File: src/rtl/mem_interface_unit_if.sv
// -----------------------------------------------------------------------------
// mem_interface_unit_if
//
// Bundles the instruction-unit command signals and the byte-wide main-memory
// bus of mem_interface_unit.
//
// Modports
//   master : the memory interface unit itself. It takes commands and drives
//            the memory request bus.
//   slave  : the environment, meaning the instruction unit plus main memory.
//
// Handshake
//   A command level (load or store) is sampled only while the unit is idle.
//   mem_req stays high, with mem_we/mem_addr/mem_wdata stable, until a cycle
//   in which mem_ack is high; that cycle completes the byte transfer, and
//   mem_rdata is valid in that same cycle. mem_ack seen while mem_req is low
//   is ignored. Completion of a whole command is a one-cycle mem_done pulse;
//   the instruction unit drops its command level on seeing it.
// -----------------------------------------------------------------------------
interface mem_interface_unit_if;
   logic        load;
   logic        store;
   logic [13:0] addr;
   logic [15:0] result;
   logic [7:0]  data;
   logic        mem_done;
   logic        mem_err;
   logic        busy;
   logic        mem_req;
   logic        mem_we;
   logic [13:0] mem_addr;
   logic [7:0]  mem_wdata;
   logic [7:0]  mem_rdata;
   logic        mem_ack;

   modport master (
      input  load, store, addr, result, mem_rdata, mem_ack,
      output data, mem_done, mem_err, busy, mem_req, mem_we, mem_addr, mem_wdata
   );

   modport slave (
      output load, store, addr, result, mem_rdata, mem_ack,
      input  data, mem_done, mem_err, busy, mem_req, mem_we, mem_addr, mem_wdata
   );
endinterface

File: src/rtl/mem_interface_unit.sv
// -----------------------------------------------------------------------------
// mem_interface_unit
//
// Sits between the instruction unit and byte-wide main memory. A load reads
// one byte into the registered data output. A store writes the 16-bit result
// as two bytes, little-endian: the low byte goes to A and the high byte goes
// to (A+1) mod 2^14. Every command ends with a one-cycle mem_done pulse.
// Every output is registered.
//
// Parameters
//   TIMEOUT_CYCLES : request cycles to wait for mem_ack before aborting
//                    (1..255). Used only when MIU_TIMEOUT_EN is defined.
//
// Optional feature
//   MIU_TIMEOUT_EN : when defined, a per-byte wait counter aborts a request
//                    that goes unacknowledged. The abort finishes the command
//                    with mem_done and mem_err both high. When the macro is
//                    undefined the unit waits forever, mem_err is tied low
//                    and no counter is built.
//
// Ports
//   clk      : rising-edge clock
//   reset_n  : synchronous, active-low reset
//   bus      : command and memory bus (mem_interface_unit_if.master)
//   state_o  : current FSM state, for debug
// -----------------------------------------------------------------------------
module mem_interface_unit #(
   parameter int TIMEOUT_CYCLES = 255
) (
   input  logic                 clk,
   input  logic                 reset_n,
   mem_interface_unit_if.master bus,
   output logic [2:0]           state_o
);

   localparam logic [2:0] S_IDLE  = 3'd0;
   localparam logic [2:0] S_RD    = 3'd1;
   localparam logic [2:0] S_WR_LO = 3'd2;
   localparam logic [2:0] S_WR_HI = 3'd3;
   localparam logic [2:0] S_DONE  = 3'd4;

   if (TIMEOUT_CYCLES < 1 || TIMEOUT_CYCLES > 255) begin : g_bad_timeout
      $error("mem_interface_unit: TIMEOUT_CYCLES must be in 1..255");
   end

   logic [2:0]  state_q, state_d;
   logic [7:0]  hi_q, hi_d;          // high store byte, kept for WR_HI
   logic [7:0]  data_q, data_d;
   logic        done_q, done_d;
   logic        busy_q, busy_d;
   logic        req_q, req_d;
   logic        we_q, we_d;
   logic [13:0] maddr_q, maddr_d;
   logic [7:0]  wdata_q, wdata_d;
   logic        ack_v;

   // An acknowledge counts only while a request is actually outstanding.
   assign ack_v = bus.mem_ack & req_q;

`ifdef MIU_TIMEOUT_EN
   localparam logic [7:0] TO_LAST = 8'(TIMEOUT_CYCLES - 1);

   logic [7:0] cnt_q, cnt_d;
   logic       err_q, err_d;
   logic       to_hit;
   logic       in_req;

   // The counter holds the number of unacknowledged cycles already spent in
   // the current request state. The abort fires in the last permitted cycle.
   assign to_hit = (cnt_q == TO_LAST);
   assign in_req = (state_q == S_RD) || (state_q == S_WR_LO) || (state_q == S_WR_HI);

   // Staying in a request state means no ack arrived, so the counter counts.
   // Any state change (entering the next byte, DONE, ...) clears it.
   always_comb begin
      cnt_d = 8'd0;
      if (in_req && (state_d == state_q)) begin
         cnt_d = cnt_q + 8'd1;
      end
   end

   always_ff @(posedge clk) begin
      if (!reset_n) begin
         cnt_q <= 8'd0;
         err_q <= 1'b0;
      end else begin
         cnt_q <= cnt_d;
         err_q <= err_d;
      end
   end

   assign bus.mem_err = err_q;
`else
   assign bus.mem_err = 1'b0;
`endif

   always_comb begin
      state_d = state_q;
      hi_d    = hi_q;
      data_d  = data_q;
      done_d  = 1'b0;
      req_d   = req_q;
      we_d    = we_q;
      maddr_d = maddr_q;
      wdata_d = wdata_q;
`ifdef MIU_TIMEOUT_EN
      err_d   = 1'b0;
`endif

      case (state_q)
         S_IDLE: begin
            // Load wins over a simultaneous store; that store is dropped.
            if (bus.load) begin
               state_d = S_RD;
               req_d   = 1'b1;
               we_d    = 1'b0;
               maddr_d = bus.addr;
            end else if (bus.store) begin
               state_d = S_WR_LO;
               req_d   = 1'b1;
               we_d    = 1'b1;
               maddr_d = bus.addr;
               wdata_d = bus.result[7:0];
               hi_d    = bus.result[15:8];
            end
         end

         S_RD, S_WR_LO, S_WR_HI: begin
            if (ack_v) begin
               case (state_q)
                  S_RD: begin
                     data_d  = bus.mem_rdata;
                     state_d = S_DONE;
                     req_d   = 1'b0;
                     we_d    = 1'b0;
                     done_d  = 1'b1;
                  end
                  S_WR_LO: begin
                     // mem_req stays high; the address wraps at 14 bits.
                     state_d = S_WR_HI;
                     maddr_d = maddr_q + 14'd1;
                     wdata_d = hi_q;
                  end
                  default: begin
                     state_d = S_DONE;
                     req_d   = 1'b0;
                     we_d    = 1'b0;
                     done_d  = 1'b1;
                  end
               endcase
            end
`ifdef MIU_TIMEOUT_EN
            // An ack in the final cycle takes the branch above, so no error.
            else if (to_hit) begin
               state_d = S_DONE;
               req_d   = 1'b0;
               we_d    = 1'b0;
               done_d  = 1'b1;
               err_d   = 1'b1;
            end
`endif
         end

         S_DONE: begin
            state_d = S_IDLE;
         end

         default: begin
            state_d = S_IDLE;
            req_d   = 1'b0;
            we_d    = 1'b0;
         end
      endcase

      busy_d = (state_d != S_IDLE);
   end

   always_ff @(posedge clk) begin
      if (!reset_n) begin
         state_q <= S_IDLE;
         hi_q    <= 8'h00;
         data_q  <= 8'h00;
         done_q  <= 1'b0;
         busy_q  <= 1'b0;
         req_q   <= 1'b0;
         we_q    <= 1'b0;
         maddr_q <= 14'h0000;
         wdata_q <= 8'h00;
      end else begin
         state_q <= state_d;
         hi_q    <= hi_d;
         data_q  <= data_d;
         done_q  <= done_d;
         busy_q  <= busy_d;
         req_q   <= req_d;
         we_q    <= we_d;
         maddr_q <= maddr_d;
         wdata_q <= wdata_d;
      end
   end

   assign bus.data      = data_q;
   assign bus.mem_done  = done_q;
   assign bus.busy      = busy_q;
   assign bus.mem_req   = req_q;
   assign bus.mem_we    = we_q;
   assign bus.mem_addr  = maddr_q;
   assign bus.mem_wdata = wdata_q;
   assign state_o       = state_q;

endmodule

File: src/flat_wrapper.sv
// flat-port wrapper written by rule: the top's interface ports become plain ports
module mem_interface_unit_flat 
#(
   parameter int TIMEOUT_CYCLES = 255
)
  (clk, reset_n, state_o, bus_load, bus_store, bus_addr, bus_result, bus_mem_rdata, bus_mem_ack, bus_data, bus_mem_done, bus_mem_err, bus_busy, bus_mem_req, bus_mem_we, bus_mem_addr, bus_mem_wdata);
  mem_interface_unit_if bus_i ();
  input  logic clk;
  input  logic reset_n;
  output logic [2:0] state_o;
  input wire logic [$bits(bus_i.load)-1:0] bus_load;
  input wire logic [$bits(bus_i.store)-1:0] bus_store;
  input wire logic [$bits(bus_i.addr)-1:0] bus_addr;
  input wire logic [$bits(bus_i.result)-1:0] bus_result;
  input wire logic [$bits(bus_i.mem_rdata)-1:0] bus_mem_rdata;
  input wire logic [$bits(bus_i.mem_ack)-1:0] bus_mem_ack;
  output wire logic [$bits(bus_i.data)-1:0] bus_data;
  output wire logic [$bits(bus_i.mem_done)-1:0] bus_mem_done;
  output wire logic [$bits(bus_i.mem_err)-1:0] bus_mem_err;
  output wire logic [$bits(bus_i.busy)-1:0] bus_busy;
  output wire logic [$bits(bus_i.mem_req)-1:0] bus_mem_req;
  output wire logic [$bits(bus_i.mem_we)-1:0] bus_mem_we;
  output wire logic [$bits(bus_i.mem_addr)-1:0] bus_mem_addr;
  output wire logic [$bits(bus_i.mem_wdata)-1:0] bus_mem_wdata;
  assign bus_i.load = bus_load;
  assign bus_i.store = bus_store;
  assign bus_i.addr = bus_addr;
  assign bus_i.result = bus_result;
  assign bus_i.mem_rdata = bus_mem_rdata;
  assign bus_i.mem_ack = bus_mem_ack;
  assign bus_data = bus_i.data;
  assign bus_mem_done = bus_i.mem_done;
  assign bus_mem_err = bus_i.mem_err;
  assign bus_busy = bus_i.busy;
  assign bus_mem_req = bus_i.mem_req;
  assign bus_mem_we = bus_i.mem_we;
  assign bus_mem_addr = bus_i.mem_addr;
  assign bus_mem_wdata = bus_i.mem_wdata;
  mem_interface_unit #(.TIMEOUT_CYCLES(TIMEOUT_CYCLES)) u_core (.clk(clk), .reset_n(reset_n), .bus(bus_i), .state_o(state_o));
endmodule
File: config.mk
export PLATFORM = sky130hd
export DESIGN_NAME = mem_interface_unit_flat
export DESIGN_NICKNAME = d
export VERILOG_FILES = /design/src/rtl/mem_interface_unit_if.sv /design/src/rtl/mem_interface_unit.sv /design/src/flat_wrapper.sv
export SDC_FILE = /design/constraint.sdc
export NUM_CORES = 1
export LEC_CHECK = 0
export BUFFER_PORTS_ARGS = -buffer_cell sky130_fd_sc_hd__clkbuf_2
export CAP_MARGIN = 20
export CORE_MARGIN = 8
export CORE_UTILIZATION = 53
export DETAILED_ROUTE_END_ITERATION = 6
export GPL_ROUTABILITY_DRIVEN = 0
export PLACE_DENSITY = 0.85
export SETUP_SLACK_MARGIN = 0.5
export SYNTH_ARGS = -nofsm -noshare
export SYNTH_HDL_FRONTEND = slang
export SYNTH_SLANG_ARGS = --single-unit
File: constraint.sdc
create_clock -name clk -period 2.5 [get_ports clk]
set_input_delay 0.5 -clock clk [delete_from_list [all_inputs] [get_ports clk]]
set_output_delay 0.5 -clock clk [all_outputs]
set_load 0.05 [all_outputs]
* After elaboration in Yosys (flattened, before gate mapping)
Index checks and enable logic that the tools add are counted.
** Word-level totals
- Register bits after elaboration :: 45
- Latch bits :: 0
- RAM bits :: 0
- Bits in read-only memories :: 0
- Bits of input ports :: 43
- Output and inout bits :: 38
- Word-level logic and storage cells :: 56
- Memories kept :: 0
** Cells by class
- $add $sub $neg :: 1
- $mul :: 0
- Divide/modulo/power cells :: 0
- Magnitude comparators :: 0
- Eq/ne operators :: 10
- Shift-type cells :: 0
- Muxes and demuxes :: 23
- Bitwise gates (word level) :: 3
- Reduce and logical (&&, ||, !) cells :: 10
** Operators with widths (count)
- $mux W14 :: 4
- $mux W8 :: 4
- $pmux W14 S2 :: 1
- $pmux W8 S2 :: 1
- $add A14 B1 Y14 const B :: 1
- $mux W3 :: 4
- $reduce_and A3 Y1 :: 3
- $reduce_and A4 Y1 :: 2
- $eq A3 B2 Y1 const B :: 2
- $mux W1 :: 6
- $ne A2 B2 Y1 const B :: 3
- $pmux W1 S3 :: 2
- $pmux W3 S2 :: 1
- $reduce_and A5 Y1 :: 1
- $ne A2 B1 Y1 const B :: 2
- $eq A3 B1 Y1 const B :: 1
- $eq A3 B3 Y1 const B :: 1
- $logic_not A3 Y1 :: 1
- $ne A3 B3 Y1 const B :: 1
- $reduce_bool A3 Y1 :: 1
- $reduce_or A3 Y1 :: 1
- $not A1 Y1 :: 2
- $reduce_bool A2 Y1 :: 1
- $and A1 B1 Y1 :: 1

* Longest topological paths before layout
Gate-level depths: netlist (run 1).
- Depth after elaboration :: 5
- Mapped depth :: 6
- Gate-level depth less buffers :: 5

* Worst setup path after synthesis (run 1)
Ideal clock, no wire load.
- Path kind :: register to register
- From :: register u_core.maddr_q[0], in the netlist u_core.bus.mem_addr[0]
- To :: register u_core.maddr_q[12], in the netlist u_core.bus.mem_addr[12]
- Library setup time :: 75 ps
- Arrival :: 2038 ps
- Data required time :: 2425 ps
- Path slack :: 387 ps
- Cell stages (with the launch flop) :: 6
- Buffers on the path :: 0
- Clock period less this slack :: 2113 ps
- Path through :: dfxtp_1 > ha_1 > nand3_1 > or4_1 > o31a_1 > o22ai_1
** Between the ends
- Word-level cells in the longest chain between the ends :: 4
** RTL lines
- from (decl) :: line mem_interface_unit.sv:53 : logic [13:0] maddr_q, maddr_d;
- from (signal assigned) :: line mem_interface_unit.sv:197 : maddr_q <= maddr_d;
- $add A14 B1 Y14 :: line mem_interface_unit.sv:141 : maddr_d = maddr_q + 14'd1;
- $mux W14 :: line mem_interface_unit.sv:130 : case (state_q)
- $mux W14 :: line mem_interface_unit.sv:129 : if (ack_v) begin
- $pmux W14 S2 :: line mem_interface_unit.sv:110 : case (state_q)
No other way between the ends. The select of a mux whose other input is x is not followed.
A chain may end at the register's enable or synchronous reset.

* Worst setup path after layout (run 1)
- From :: register u_core.state_q[0], in the netlist u_core.state_o[0]
- To :: register u_core.data_q[5], in the netlist u_core.bus.data[5]
** Between the ends
- Word-level cells in the longest chain between the ends :: 3
- Elaborated cells between the ends (all ways) :: 5
- Classes of those cells :: eq/ne (3); reduce/logical (2)
** RTL lines
- from (decl) :: line mem_interface_unit.sv:46 : logic [2:0] state_q, state_d;
- from (signal assigned) :: line mem_interface_unit.sv:190 : state_q <= state_d;
- $eq A3 B1 Y1 / $eq A3 B2 Y1 (equally long branches) :: line mem_interface_unit.sv:110, mem_interface_unit.sv:130
- $reduce_or A3 Y1 :: line mem_interface_unit.sv:110
- $reduce_and A3 Y1 (no source line) (*)
- to (signal assigned) :: line mem_interface_unit.sv:192 : data_q <= data_d;
- to (decl) :: line mem_interface_unit.sv:48 : logic [7:0] data_q, data_d;
Every way passes the cells marked *; elsewhere a longest branch is shown, timed or not.

==> results_dict.tcl, run 1 <==
set metrics [dict create \
    drtAntennaViolNets 0 \
    dr_wl_met3_um 440 \
    worst_pin_slew_ns 0.8001 \
    grt_pass1_wl_um 9211 \
    multiInputGateArea_mm2 0.001149 \
    holdCritStartpoint "bus_mem_rdata[3]" \
    yosysTopAreaCellShare 0.4147 \
    drv_slew 0 \
    rows 23 \
    viasPerCell 5.597 \
    ys_seq_elements 45 \
    cpMaxStageDelayCell "dfxtp_1" \
    rsz0062_at_grt "yes" \
    synth_area_leaders "dfxtp_1 (41%), mux2i_1 (7.4%), nor2_1 (6.4%)" \
    area.growth.synth_to_final_pct 23.16 \
    ir_worst_vdd_v 0.0003928 \
    grt-ovfl-total 0 \
    fin_nets 375 \
    critPathMaxFanout 12 \
    status "complete, no violations" \
    finalClockSkew_ns 0.006469 \
    hpwl_um 4153 \
    cp_data_arrival_time_ns 2.11 \
    leakagePower_nw 1.241 \
    synth_top_cell_by_area "dfxtp_1" \
    min_path_cells 3 \
    postSynthCellCount 257 \
    drt_iter0_drc 114 \
    syn_area_mm2 0.002172 \
    cts_made_buffers 5 \
    post_drt_wl_per_cell_um 14.60 \
    fillers 328 \
    die_h_um 80.02 \
    drc 0 \
    hold_violations 0 \
    syn-num-nets 301 \
    critPathMaxStageDelay_ns 0.65 \
    clkTransAtPathRegs_ns 0.09 \
    coreArea_mm2 0.003971 \
    cts_buffer_depth 2 \
    slew_headroom 0.4660 \
    fin_ws_ns 0.5867 \
    synth_commonest_cells "dfxtp_1 (45), nor2_1 (37), nand2_1 (36), mux2i_1 (16), o21ai_0 (15)" \
    cap_violations 0 \
    worstPathRequired_ns 2.70 \
    min_to "u_core.bus.data[3]$_SDFFE_PN0P_" \
    r2r-end "u_core.bus.data[5]$_SDFFE_PN0P_" \
    start_util 0.5469 \
    clock_latency_ns 0.30 \
    vias 2138 \
    io_buffers 79 \
    io_pins 81 \
    h-tree-depth 2 \
    min_period_ns 1.913 \
    seq_area_um2 904.6 \
    dieArea_mm2 0.006402 \
    maxUsedRoutingLayer "met4" \
    cts_tree "built" \
    n_antenna_cell 0 \
    finalCoreUtilization 0.6736 \
    timing.rr.start "u_core.state_o[0]$_SDFF_PN0_" \
    first_pass_iters 4 \
    critPathCaptureType "register" \
    max_clock_freq_mhz 522.7 \
    min_path_type "input port to register" \
    power_per_cell_area_mw_per_mm2 676.7 \
    crit_type "register to register" \
    report.final.setup_viol 0 \
    wl_met2_um 2671 \
    async_flop_share 0 \
    r2r_slack_ns 0.59 \
    ys.warnings.count 0 \
    grt_pass1_vias 2024 \
    hold_buffers 0 \
    synth_most_common_cell "dfxtp_1" \
    synth.distinct_cells 44 \
    worst-r2r-cell-count 4 \
    syn_area_per_cell_um2 8.452 \
    grt_max_degree 25 \
    fp.dieW_um 80.02 \
    post-route-period-util 0.7653 \
    synth-edff-count 0 \
    fin_tns_setup_ns 0 \
    wirelength_um 5578 \
    drive_above_1_share 0.3163 \
    clkSinkCount 45 \
    met1Wirelength_um 2341 \
    cp-start-kind "register" \
    yosys_most_used_dff "dfxtp_1" \
    ys_seq_area_frac 0.4147 \
    grt.total_usage 0.1748 \
    cts_root_buffer "clkbuf_8" \
    antenna_found_initial 0 \
    dpl_worst_slack_ns 0.3919 \
    path_cells "nand3_1 > or3_1 > mux2i_1 > nor2_1" \
]
==> worst max path at each step <==
stage | start | endpoint | slack [ns] | cells after the start
global route | u_core.state_o[0]$_SDFF_PN0_ | u_core.bus.data[5]$_SDFFE_PN0P_ | 0.47 | 4
global placement | bus_store | u_core.bus.mem_wdata[5]$_SDFFE_PN0P_ | 0.46 | 5
finish | u_core.state_o[0]$_SDFF_PN0_ | u_core.bus.data[5]$_SDFFE_PN0P_ | 0.59 | 4
detailed placement | bus_store | u_core.bus.mem_wdata[5]$_SDFFE_PN0P_ | 0.39 | 5
floorplan | u_core.bus.mem_addr[4]$_SDFFE_PN0P_ | u_core.bus.mem_addr[12]$_SDFFE_PN0P_ | 0.53 | 4
CTS | u_core.state_o[1]$_SDFF_PN0_ | u_core.bus.mem_wdata[5]$_SDFFE_PN0P_ | 0.52 | 4
==> registers in the layout (all words and copies together), names as in the netlist <==
register / flops
u_core.bus.busy: 1
u_core.bus.data: 8
u_core.state_o: 3
u_core.bus.mem_done: 1
u_core.bus.mem_addr: 14
u_core.bus.mem_we: 1
u_core.hi_q: 8
u_core.bus.mem_req: 1
u_core.bus.mem_wdata: 8
==> critical path: cells and delay by family (launching register included) <==
kind / cells / cell delay [ns]
simple gates: 3 / 0.91
mux: 1 / 0.24
flops: 1 / 0.65
==> layer usage <==
metal / up-vias / track usage
met5: - / 0
met4: 0 / 0.07636
met3: 16 / 0.04955
met2: 80 / 0.2781
met1: 979 / 0.2135
li1: 1063 / -
==> cell families (layout without fill, tap and decap cells) <==
kind of cell / Yosys count / count (layout) / synth area share
simple gates: 108 / 108 / 0.2281
compound gates: 64 / 64 / 0.2120
flops: 45 / 45 / 0.4147
buf+inv: 22 / 97 / 0.06394
mux: 16 / 16 / 0.07373
fa+ha+maj: 1 / 1 / 0.005759
other cells: 1 / 1 / 0.001726
==> per-stage QoR <==
step / cell area [µm²] / hold WS, ns / total power [mW] / std cells
after floorplan: 2175 / 0.4530 / 1.240 / 257
after global placement: 2550 / 0.4635 / 1.355 / 373
after detailed placement: 2550 / 0.4703 / 1.366 / 373
after CTS: 2641 / 0.4246 / 1.816 / 381
after global routing: 2675 / 0.4209 / 1.909 / 382
final: 2675 / 0.4279 / 1.810 / 382
==> cell type report <==
class | instances | share of cell area
multi-input cells | 190 | 0.4294
repair buffers | 85 | 0.1693
clock buffers | 5 | 0.02572
inverters | 4 | 0.005613
clock inverters | 3 | 0.008419
well taps | 50 | 0.02339
flip-flops and latches | 45 | 0.3382
==> report_power, final <==
group          internal (mW)  switching, mW  leakage, nW
Combinational          0.166          0.356        0.824
Clock                  0.198          0.254       0.0481
Sequential             0.773         0.0624        0.369
Total                   1.14          0.672         1.24
==> placed cells by master, fill, tap and decap left out, types with 4 or more instances in the layout <==
master	count
clkbuf_2	79
dfxtp_1	42
nor2_1	37
nand2_1	36
mux2i_1	16
o21ai_0	15
a21oi_1	14
a311oi_1	7
nand3_1	6
or3_1	6
o31a_1	5
clkbuf_8	5
buf_4	5
inv_1	4
o22ai_1	4
and2_1	4
==> timing repair <==
item                                    CTS  global route
resized for setup                         0             3
endpoints found under the setup margin    1            17
pin swaps                                 1             1
cloned                                    0             0
setup buffers                             0             1
Note: power is estimated with default switching activity, not from simulation.
==> run 2, diff against run 1 <==
Settings changed: CORE_UTILIZATION 53 to 49, PLACE_DENSITY 0.85 to 0.8.
Clock period 2.5 ns to 1.8 ns, I/O delays scaled along.
==> run 2 against run 1 <==
Against the previous run: setup slack worse by 0.44 ns; core utilization up 16 points; sequential power up 42%; critical path depth up 2; total power up 63%; fmax up 16%; hold slack worse by 0.15 ns; critical path type unchanged; critical endpoint is now u_core.bus.mem_wdata[2]$_SDFFE_PN0P_; largest cell class unchanged; largest power group unchanged.
==> results_dict.tcl, run 2 (same netlist as run 1, synthesis figures left out) <==
set metrics [dict create \
    status "complete, no violations" \
    rsz0062_at_grt "yes" \
    grt_pass1_vias 2394 \
    cap_violations 0 \
    io_buffers 79 \
    vias 2373 \
    worst-r2r-cell-count 6 \
    area.growth.synth_to_final_pct 66.76 \
    path_cells "or3b_4 > a211oi_4 > buf_6 > buf_12 > nor2_2 > a311oi_2" \
    clkTransAtPathRegs_ns 0.09 \
    drive_above_1_share 0.5374 \
    io_pins 81 \
    multiInputGateArea_mm2 0.001391 \
    largest_reg_flops 14 \
    cpMaxStageDelayCell "or3b_4" \
    r2r_slack_ns 0.15 \
    mostFrequentLayoutCell "clkbuf_2" \
    drv_slew 0 \
    worstPathRequired_ns 2.02 \
    leakagePower_nw 1.607 \
    post_drt_wl_per_cell_um 17.86 \
    h-tree-depth 2 \
    cts_made_buffers 5 \
    n_antenna_cell 0 \
    final_cell_mix "clkbuf_2 (44), nand2_1 (34), buf_4 (29), nor2_1 (26)" \
    cts_buffer_depth 2 \
    report.final.setup_viol 0 \
    fillers 233 \
    die_h_um 82.58 \
    fin_nets 417 \
    fin_tns_setup_ns 0 \
    max_clock_freq_mhz 605.1 \
    rows 24 \
    drc 0 \
    min_period_ns 1.653 \
    cts_root_buffer "clkbuf_8" \
    finalClockSkew_ns 0.007200 \
    wirelength_um 7607 \
    crit_end "u_core.bus.mem_wdata[2]$_SDFFE_PN0P_" \
    power_per_cell_area_mw_per_mm2 813.1 \
    viasPerCell 5.570 \
    critPathCaptureType "register" \
    clkSinkCount 45 \
    critPathMaxStageDelay_ns 0.39 \
    cp-start-kind "register" \
    stdcell_count 426 \
    grt.total_usage 0.2049 \
    seq_area_um2 953.4 \
    start_util 0.5023 \
    ir_worst_vdd_v 0.0009022 \
    dieArea_mm2 0.006819 \
    crit_type "register to register" \
    r2r-end "u_core.bus.mem_wdata[2]$_SDFFE_PN0P_" \
    grt_max_degree 25 \
    critPathMaxFanout 7 \
    grt_pass1_wl_um 10990 \
    hpwl_um 4331 \
    min_path_type "input port to register" \
    cts_tree "built" \
    fp.dieW_um 82.58 \
    first_pass_iters 4 \
    coreArea_mm2 0.004324 \
    timing.rr.start "u_core.state_o[1]$_SDFF_PN0_" \
    drtAntennaViolNets 0 \
    hold_buffers 0 \
    worstSetupStartpoint "u_core.state_o[1]$_SDFF_PN0_" \
    grt-ovfl-total 0 \
    post-route-period-util 0.9181 \
    hold_violations 0 \
    dp.cells 379 \
    drt_iter0_drc 172 \
    clock_latency_ns 0.31 \
    cp_data_arrival_time_ns 1.88 \
    antenna_found_initial 0 \
]
==> run 2: cell types whose count changed in the layout (fill, tap and decap cells not counted), moves of 6 or more <==
cell and delta:
buf_4 +24, buf_6 +25, clkbuf_2 -35, clkbuf_4 +13
clkbuf_8 +6, dfxtp_1 -17, dfxtp_2 +6, dfxtp_4 +11
nor2_1 -11, nor2_4 +7, o21ai_0 -9
==> run 2: report_power, final <==
| group | internal, mW | total, mW | switching, mW | leakage, nW |
|---|---|---|---|---|
| Clock | 0.276 | 0.645 | 0.368 | 0.0461 |
| Combinational | 0.497 | 1.11 | 0.617 | 1.18 |
| Sequential | 1.08 | 1.19 | 0.106 | 0.379 |
==> run 2: per-layer routing <==
metal  GRT usage  up-vias  share of wire
li1            -     1147              -
met1      0.2283     1124           0.39
met2      0.3508       92           0.51
met3     0.06602       10          0.082
met4     0.08793        0          0.014
met5           0        -              0
==> run 2: worst max-delay path: cells and delay by family, from the launching register on <==
family,cells,cell delay (ns)
buf+inv,2,0.30
flops,1,0.38
simple gates,2,0.43
compound gates,2,0.46
==> run 2: worst min path at each step <==
stage | from | endpoint | slack, ns | depth (start not counted)
6_report | bus_mem_rdata[1] | u_core.bus.data[1]$_SDFFE_PN0P_ | 0.28 | 3
5_1_grt | bus_mem_rdata[6] | u_core.bus.data[6]$_SDFFE_PN0P_ | 0.28 | 3
4_1_cts | bus_result[14] | u_core.hi_q[6]$_SDFFE_PN0P_ | 0.27 | 3
3_5_place_dp | u_core.hi_q[7]$_SDFFE_PN0P_ | u_core.bus.mem_wdata[7]$_SDFFE_PN0P_ | 0.47 | 2
3_3_place_gp | u_core.bus.data[6]$_SDFFE_PN0P_ | u_core.bus.data[6]$_SDFFE_PN0P_ | 0.47 | 2
2_1_floorplan | u_core.hi_q[0]$_SDFFE_PN0P_ | u_core.bus.mem_wdata[0]$_SDFFE_PN0P_ | 0.45 | 2
==> run 2: timing repair <==
action / CTS / global route
setup endpoints to repair: 61 / 60
hold endpoints to repair: 0 / 0
pin swaps: 14 / 29
cloned: 2 / 1
buffers inserted: 23 / 13
resized for setup: 79 / 67
==> run 2: layout make-up <==
cell class | count | share of cell area
Multi-Input combinational cell | 190 | 0.3841
Clock inverter | 2 | 0.003454
Sequential cell | 45 | 0.2632
Clock buffer | 6 | 0.02003
Timing Repair Buffer | 127 | 0.3071
Tap cell | 52 | 0.01796
Inverter | 4 | 0.004145
==> run 2: stage by stage <==
step | area [µm²] | setup WS (ns) | total power [mW] | utilization | hold slack [ns]
2_1_floorplan | 2340 | 0.09851 | 1.775 | - | 0.4530
3_3_place_gp | 2733 | 0.1228 | 1.947 | 0.6319 | 0.4720
3_5_place_dp | 2733 | 0.08946 | 1.963 | 0.6319 | 0.4743
4_1_cts | 3308 | 0.2204 | 2.796 | 0.7650 | 0.2712
5_1_grt | 3622 | 0.1359 | 3.067 | 0.8377 | 0.2785
6_report | 3622 | 0.1474 | 2.945 | 0.8377 | 0.2797
